===== src/rtl/maf_t3_align_csa_stage.sv =====
// MAF third-stage front half: addend alignment with sticky, effective-subtract
// inversion and one 3:2 CSA level, registered behind a valid/ready handshake.
module maf_t3_align_csa_stage #(
  parameter int ROW_W    = 96,
  parameter int NUM_ROWS = 6,
  parameter int ADD_W    = 76,
  parameter int SH_W     = 12,
  parameter int SB_W     = 32,
  parameter int CNT_W    = 16
) (
  input  logic                                clk,
  input  logic                                rst,
  input  logic                                mode,
  input  logic                                flush,
  input  logic                                in_valid,
  output logic                                in_ready,
  input  logic [NUM_ROWS*ROW_W-1:0]           rows_in,
  input  logic [ADD_W-1:0]                    add_in,
  input  logic [2*SH_W-1:0]                   sh_num,
  input  logic [1:0]                          eff_sub,
  input  logic                                trap_in,
  input  logic [SB_W-1:0]                     sb_in,
  output logic                                out_valid,
  input  logic                                out_ready,
  output logic [(2*NUM_ROWS/3)*ROW_W-1:0]     rows_out,
  output logic [ADD_W-1:0]                    add_out,
  output logic [1:0]                          sti,
  output logic                                trap_out,
  output logic [SB_W-1:0]                     sb_out,
  output logic [CNT_W-1:0]                    stall_cnt
);

  localparam int GROUPS   = NUM_ROWS / 3;
  localparam int OUT_ROWS = 2 * GROUPS;
  localparam int HALF     = ADD_W / 2;
  localparam logic [SH_W-1:0] FULL_LEN = SH_W'(ADD_W);
  localparam logic [SH_W-1:0] HALF_LEN = SH_W'(HALF);

  logic [OUT_ROWS*ROW_W-1:0] csa_rows;
  logic [ADD_W-1:0]          add_next;
  logic [1:0]                sti_next;
  logic                      accept;

  // Returns {sticky, aligned}; counts at or beyond the lane width saturate.
  function automatic logic [ADD_W:0] align_full(input logic [ADD_W-1:0] lane,
                                                input logic [SH_W-1:0]  s);
    logic [ADD_W-1:0] aligned;
    logic [ADD_W-1:0] mask;
    if (s >= FULL_LEN) begin
      aligned = '0;
      mask    = '1;
    end else begin
      aligned = lane >> s;
      mask    = ~({ADD_W{1'b1}} << s);
    end
    return {|(lane & mask), aligned};
  endfunction

  function automatic logic [HALF:0] align_half(input logic [HALF-1:0] lane,
                                               input logic [SH_W-1:0] s);
    logic [HALF-1:0] aligned;
    logic [HALF-1:0] mask;
    if (s >= HALF_LEN) begin
      aligned = '0;
      mask    = '1;
    end else begin
      aligned = lane >> s;
      mask    = ~({HALF{1'b1}} << s);
    end
    return {|(lane & mask), aligned};
  endfunction

  for (genvar g = 0; g < GROUPS; g++) begin : g_csa
    logic [ROW_W-1:0] a, b, c, maj;
    assign a   = rows_in[(3*g)*ROW_W   +: ROW_W];
    assign b   = rows_in[(3*g+1)*ROW_W +: ROW_W];
    assign c   = rows_in[(3*g+2)*ROW_W +: ROW_W];
    assign maj = (a & b) | (a & c) | (b & c);
    assign csa_rows[(2*g)*ROW_W   +: ROW_W] = a ^ b ^ c;
    assign csa_rows[(2*g+1)*ROW_W +: ROW_W] = {maj[ROW_W-2:0], 1'b0};
  end

  // Sticky is taken from the un-inverted aligned lane.
  always_comb begin
    logic [ADD_W:0] full_res;
    logic [HALF:0]  lo_res;
    logic [HALF:0]  hi_res;
    full_res = align_full(add_in, sh_num[SH_W-1:0]);
    lo_res   = align_half(add_in[HALF-1:0], sh_num[SH_W-1:0]);
    hi_res   = align_half(add_in[ADD_W-1:HALF], sh_num[2*SH_W-1:SH_W]);
    add_next = '0;
    sti_next = '0;
    if (mode) begin
      add_next = {hi_res[HALF-1:0] ^ {HALF{eff_sub[1]}},
                  lo_res[HALF-1:0] ^ {HALF{eff_sub[0]}}};
      sti_next = {hi_res[HALF], lo_res[HALF]};
    end else begin
      add_next = full_res[ADD_W-1:0] ^ {ADD_W{eff_sub[0]}};
      sti_next = {1'b0, full_res[ADD_W]};
    end
  end

  assign in_ready = !out_valid | out_ready;
  assign accept   = in_valid & in_ready;

  // Flush drops any simultaneous beat; trap beats leave the datapath registers untouched.
  always_ff @(posedge clk or posedge rst) begin
    if (rst) begin
      out_valid <= 1'b0;
      rows_out  <= '0;
      add_out   <= '0;
      sti       <= '0;
      trap_out  <= 1'b0;
      sb_out    <= '0;
    end else if (flush) begin
      out_valid <= 1'b0;
    end else if (accept) begin
      out_valid <= 1'b1;
      trap_out  <= trap_in;
      sb_out    <= sb_in;
      if (!trap_in) begin
        rows_out <= csa_rows;
        add_out  <= add_next;
        sti      <= sti_next;
      end
    end else if (out_ready) begin
      out_valid <= 1'b0;
    end
  end

  always_ff @(posedge clk or posedge rst) begin
    if (rst) begin
      stall_cnt <= '0;
    end else if (out_valid && !out_ready && (stall_cnt != {CNT_W{1'b1}})) begin
      stall_cnt <= stall_cnt + CNT_W'(1);
    end
  end

endmodule


===== config.mk =====
export PLATFORM = sky130hd
export DESIGN_NAME = maf_t3_align_csa_stage
export DESIGN_NICKNAME = d
export VERILOG_FILES = /design/src/rtl/maf_t3_align_csa_stage.sv
export SDC_FILE = /design/constraint.sdc
export NUM_CORES = 2
export LEC_CHECK = 0
export BUFFER_PORTS_ARGS = -buffer_cell sky130_fd_sc_hd__buf_4
export CORE_AREA = 10 10 476 478
export CTS_BUF_LIST = sky130_fd_sc_hd__clkbuf_8
export CTS_CLUSTER_DIAMETER = 30
export DETAILED_ROUTE_END_ITERATION = 7
export DIE_AREA = 0 0 486 488
export HOLD_SLACK_MARGIN = 0.02
export PLACE_DENSITY = 0.45
export SETUP_SLACK_MARGIN = 0.05
export SLEW_MARGIN = 20
export SYNTH_ARGS = -nofsm -noshare
export SYNTH_HDL_FRONTEND = slang
export SYNTH_SLANG_ARGS = --single-unit

===== constraint.sdc =====
create_clock -name clk -period 18.4 [get_ports clk]
set_input_delay 2.76 -clock clk [delete_from_list [all_inputs] [get_ports clk]]
set_output_delay 2.76 -clock clk [all_outputs]
set_load 0.005 [all_outputs]

Word-level counts from Yosys, hierarchy flattened:

Cells that the tools add are included.
Widths: inputs -> output; s select.

* add/sub/neg operators: 1
* $mul: 0
* divide/modulo/power cells: 0
* order comparisons: 3
* eq/ne operators: 1
* shift operators: 6
* multiplexer cells: 11
* bitwise logic cells: 27
* reduce and logical (&&, ||, !) cells: 10

Operators with widths (number)
* $and 95x95->95: 6
* $xor 96x96->96: 4
* $or 95x95->95: 4
* $mux 76: 3
* $mux 38: 4
* $and 38x38->38: 2
* $and 76x76->76: 1
* $not 38->38: 2
* $not 76->76: 1
* $reduce_or 38->1: 2
* $reduce_or 76->1: 1
* $shl 38x12->38 const A: 2
* $shl 76x12->76 const A: 1
* $shr 38x12->38: 2
* $shr 76x12->76: 1
* $xor 38x38->38: 2
* $xor 76x76->76: 1
* $ge 12x6->1 const B: 2
* $add 16x1->16 const B: 1
* $ne 16x16->1 const B: 1
* $ge 12x7->1 const B: 1
* $mux 1: 3
* $reduce_and 3->1: 1
* $reduce_bool 3->1: 1
* 7 further kinds: 10

* register bits after elaboration: 510
* latch bits: 0
* RAM bits: 0
* bits in read-only memories: 0
* input port bits: 717
* output and inout bits: 513
* word-level logic and storage cells: 66
* memories: 0

Longest topological paths before layout:

* depth after elaboration: 6
* depth in mapped cells: 14

Worst setup path before layout:

OpenSTA, ideal clock, no wires.

* path type: input-to-output
* from: input port out_ready
* to: output port in_ready
* arrival time: 3.027 ns
* required time: 15.640 ns
* setup slack: 12.613 ns
* cell stages on the path: 2
* cell sequence: nor2b_1 > inv_1

* word-level cells in the longest chain between the ends: 1

RTL lines
* start, declared: RTL line 24 `input logic out_ready,`
* $or 1x1->1: RTL line 103 `assign in_ready = !out_valid | out_ready;`
* end, declared: RTL line 16 `output logic in_ready,`

Every way passes these cells.

Worst setup path in the final report:

Same ends and word-level chain as after synthesis.

==> summary.md <==
| Metric | Value |
|---|---|
| CTS sink count | 510 |
| Port bufs | 1227 |
| Hold_ws | 470 ps |
| GR Overflow Total | 0 |
| Critical Path RT | 15640 ps |
| Slew @ Worst Pin | 1160 ps |
| EDFF count, synth | 0 |
| Final min period | 6600 ps |
| CTS resizes | 0 |
| Leak | 23.8 nW |
| Cells after synthesis | between 3000 and 4000 |
| Vias in the first global route | about 38000 |
| FF-to-FF setup slack | ~15000 ps |
| Final HPWL DP | 208000 um |
| CTS tree | done |
| Final Slew Violations | 0 |
| Clock latency at the later pin of the worst-skew pair | roughly 940 ps |
| Worst hold stages | 2 |
| YS warnings | 0 |
| Clock slew at reported path FFs | 50 ps |
| GRT Resource Usage Total | 20.9% |
| Routed WL per cell | 32.4 um |
| Area share of the largest cell type after synthesis | between 30% and 40% |
| Mapped Area | 0.0358 mm2 |
| Nets@finish | 5927 |
| Max-slew headroom | 22.3% |
| Drt via density | 4.77 |
| Fraction of layout cells with a size suffix above 1 | 35.7% |
| Library cells used by synthesis | 89 |
| Post-CTS setup buffer count | 0 |
| Status | finished, violations left |
| Failing checks | DRC |
| CP Launch Type | input port |
| Top post-synthesis cells by area | dfrtp_1, nand2_1, fa_1 |
| Routability cong. | a little under 1 |
| Die W | approximately 490 um |
| Register area share after synthesis | 35.6% |
| Post-synth top flop | dfrtp_1 |
| Setup_tns | 0 ps |
| Antenna violation net count after detailed routing | 0 |
| Core ar. | 0.217 mm2 |
| R2R cell count | 7 |
| Clock Skew | 59.4 ps |
| Ys async rst share | 100% |
| Max_cap viols | 0 |
| Finish-stage setup viols | 0 |
| PwrDens | 98.9 mW/mm2 |
| Layout area overhead | 45.1% |
| Synth area leader | dfrtp_1 |
| Die area | 0.237 mm2 |
| Total CTS buffers | 181 |
| CTS Buffer Depth | 3 |
| Period utilisation layout | between 30% and 40% |
| # hold bufs at CTS | 0 |
| Hold Crit Class | flop to flop |
| PnR Total Power | 5.14 mW |
| Starting Density | between 15 and 20% |
| Drt pass-1 iters | 8 |
| Fill cells | 23814 |
| # rows | between 150 and 200 |
| First-pass GRT wire length | 347000 um |
| WS Path Type | input port to output pin |
| Root cell of the clock tree | clkbuf_8 |
| Antenna violations before repair | 50 |
| Die height | 488 um |
| CP Max Fanout | 4 |
| Yosys reg bits | 510 |
| Syn_area_per_cell | roughly 9 um2 |
| Worst path arrival time | approximately 3800 ps |
| Total vias in the final route | 38314 |
| Crit end category | output pin |
| First DRT Iteration DRCs | 4694 |
| FMAX | between 150 and 200 MHz |
| Largest net degree at the start of global routing | between 100 and 150 |
| # IOs | 1230 |
| Final wirelength | 261000 um |
| # H-tree levels | 4 |
| DRC errors left | 14 |
| IR drop worst, VDD | 0.0651 mV |
| Final Hold Viols | 0 |
| RSZ-0062 raised after global routing | false |
metrics by stage:
stage,area [um2],setup slack [ps],std cells,util [%]
final,52000,11800,8040,24.0
after global routing,51900,11810,8030,24.0
after CTS,51900,11820,8025,24.0
after detailed placement,47700,11530,7690,22.0
after global placement,47600,11510,7690,22.0
after floorplan,35800,1400,3884,-
area by class of cell:
class                      instances  area (um2)  share of cell area (%)
clock inverter                   106        1100                    2.12
multi-input combinational       3020       21600                    41.6
tap                             2854        3570                    6.87
antenna                           15        37.5                  0.0722
clock buffer                     229        3150                    6.06
timing repair buffer            1280        9630                    18.5
sequential                       510       12800                    24.6
inverter                          26         105                   0.202
sequential cells by signal, indices dropped and copies added, names as in the netlist:
signal     cells
trap_out       1
out_valid      1
add_out       76
stall_cnt     16
rows_out     382
sti            2
sb_out        32
placed cells by master (no fill, tap or decap), types with 88 or more instances in the layout:
cell / n
nand2_1: 1327
buf_4: 1278
dfrtp_1: 510
clkbuf_8: 229
fa_1: 190
mux4_2: 134
mux2i_1: 129
o21ai_0: 121
nor2_1: 118
nand3_1: 91
a21oi_1: 88
per-layer routing:
metal | wire length, um | global-route usage [%]
met1 | 100000 | 25.3
met2 | 125000 | 34.6
met3 | 24100 | 6.36
met4 | 11200 | 8.01
met5 | 240 | 0
path summary, 6_finish.rpt:
path | from | endpoint
max in group asynchronous | rst | rows_out[175]
min | rows_out[102] | rows_out[102]
max reg2reg | out_valid | rows_out[374]
min in group asynchronous | rst | rows_out[336]
max | out_ready | in_ready
min reg2reg | rows_out[102] | rows_out[102]
worst max-delay path: stages:
cell and delay, ps:
buf_4 110, nor2b_1 300, inv_1 400, buf_4 260
logic make-up (layout without fill, tap and decap cells):
group           Yosys count  count (layout)  share of synthesized area [%]
mux                     347             347                           14.7
compound gates          613             613                           11.9
flops                   510             510                           35.6
simple gates           1797            1797                           21.1
xor+xnor                 66              66                           1.61
fa+ha+maj               195             195                           10.8
other cells               1              17                         0.0105
buf+inv                 354            1641                           4.26
power by group:
| part | switching (mW) | internal [mW] | leakage, nW |
|---|---|---|---|
| combinational | 0.843 | 0.622 | 15.1 |
| clock | 0.812 | 1.36 | 2.33 |
| sequential | 0.155 | 1.35 | 6.36 |
| total | 1.81 | 3.33 | 23.8 |
cell usage after synthesis, drive strengths merged, types with 23 or more instances:
| master | n |
|---|---|
| a211oi | 23 |
| a21oi | 88 |
| nor4 | 29 |
| nor2 | 121 |
| fa | 190 |
| or3 | 29 |
| xnor2 | 37 |
| mux4 | 134 |
| clkbuf | 236 |
| o211ai | 39 |
| nor3 | 59 |
| mux2 | 84 |
| nand3 | 91 |
| o31ai | 24 |
| and3 | 26 |
| dfrtp | 510 |
| o22ai | 43 |
| o21ai | 131 |
| nand4 | 25 |
| mux2i | 129 |
| a31oi | 26 |
| buf | 92 |
| a22oi | 29 |
| nand2 | 1327 |
| xor2 | 29 |
| inv | 26 |
Power figures use the tool's default switching activity.
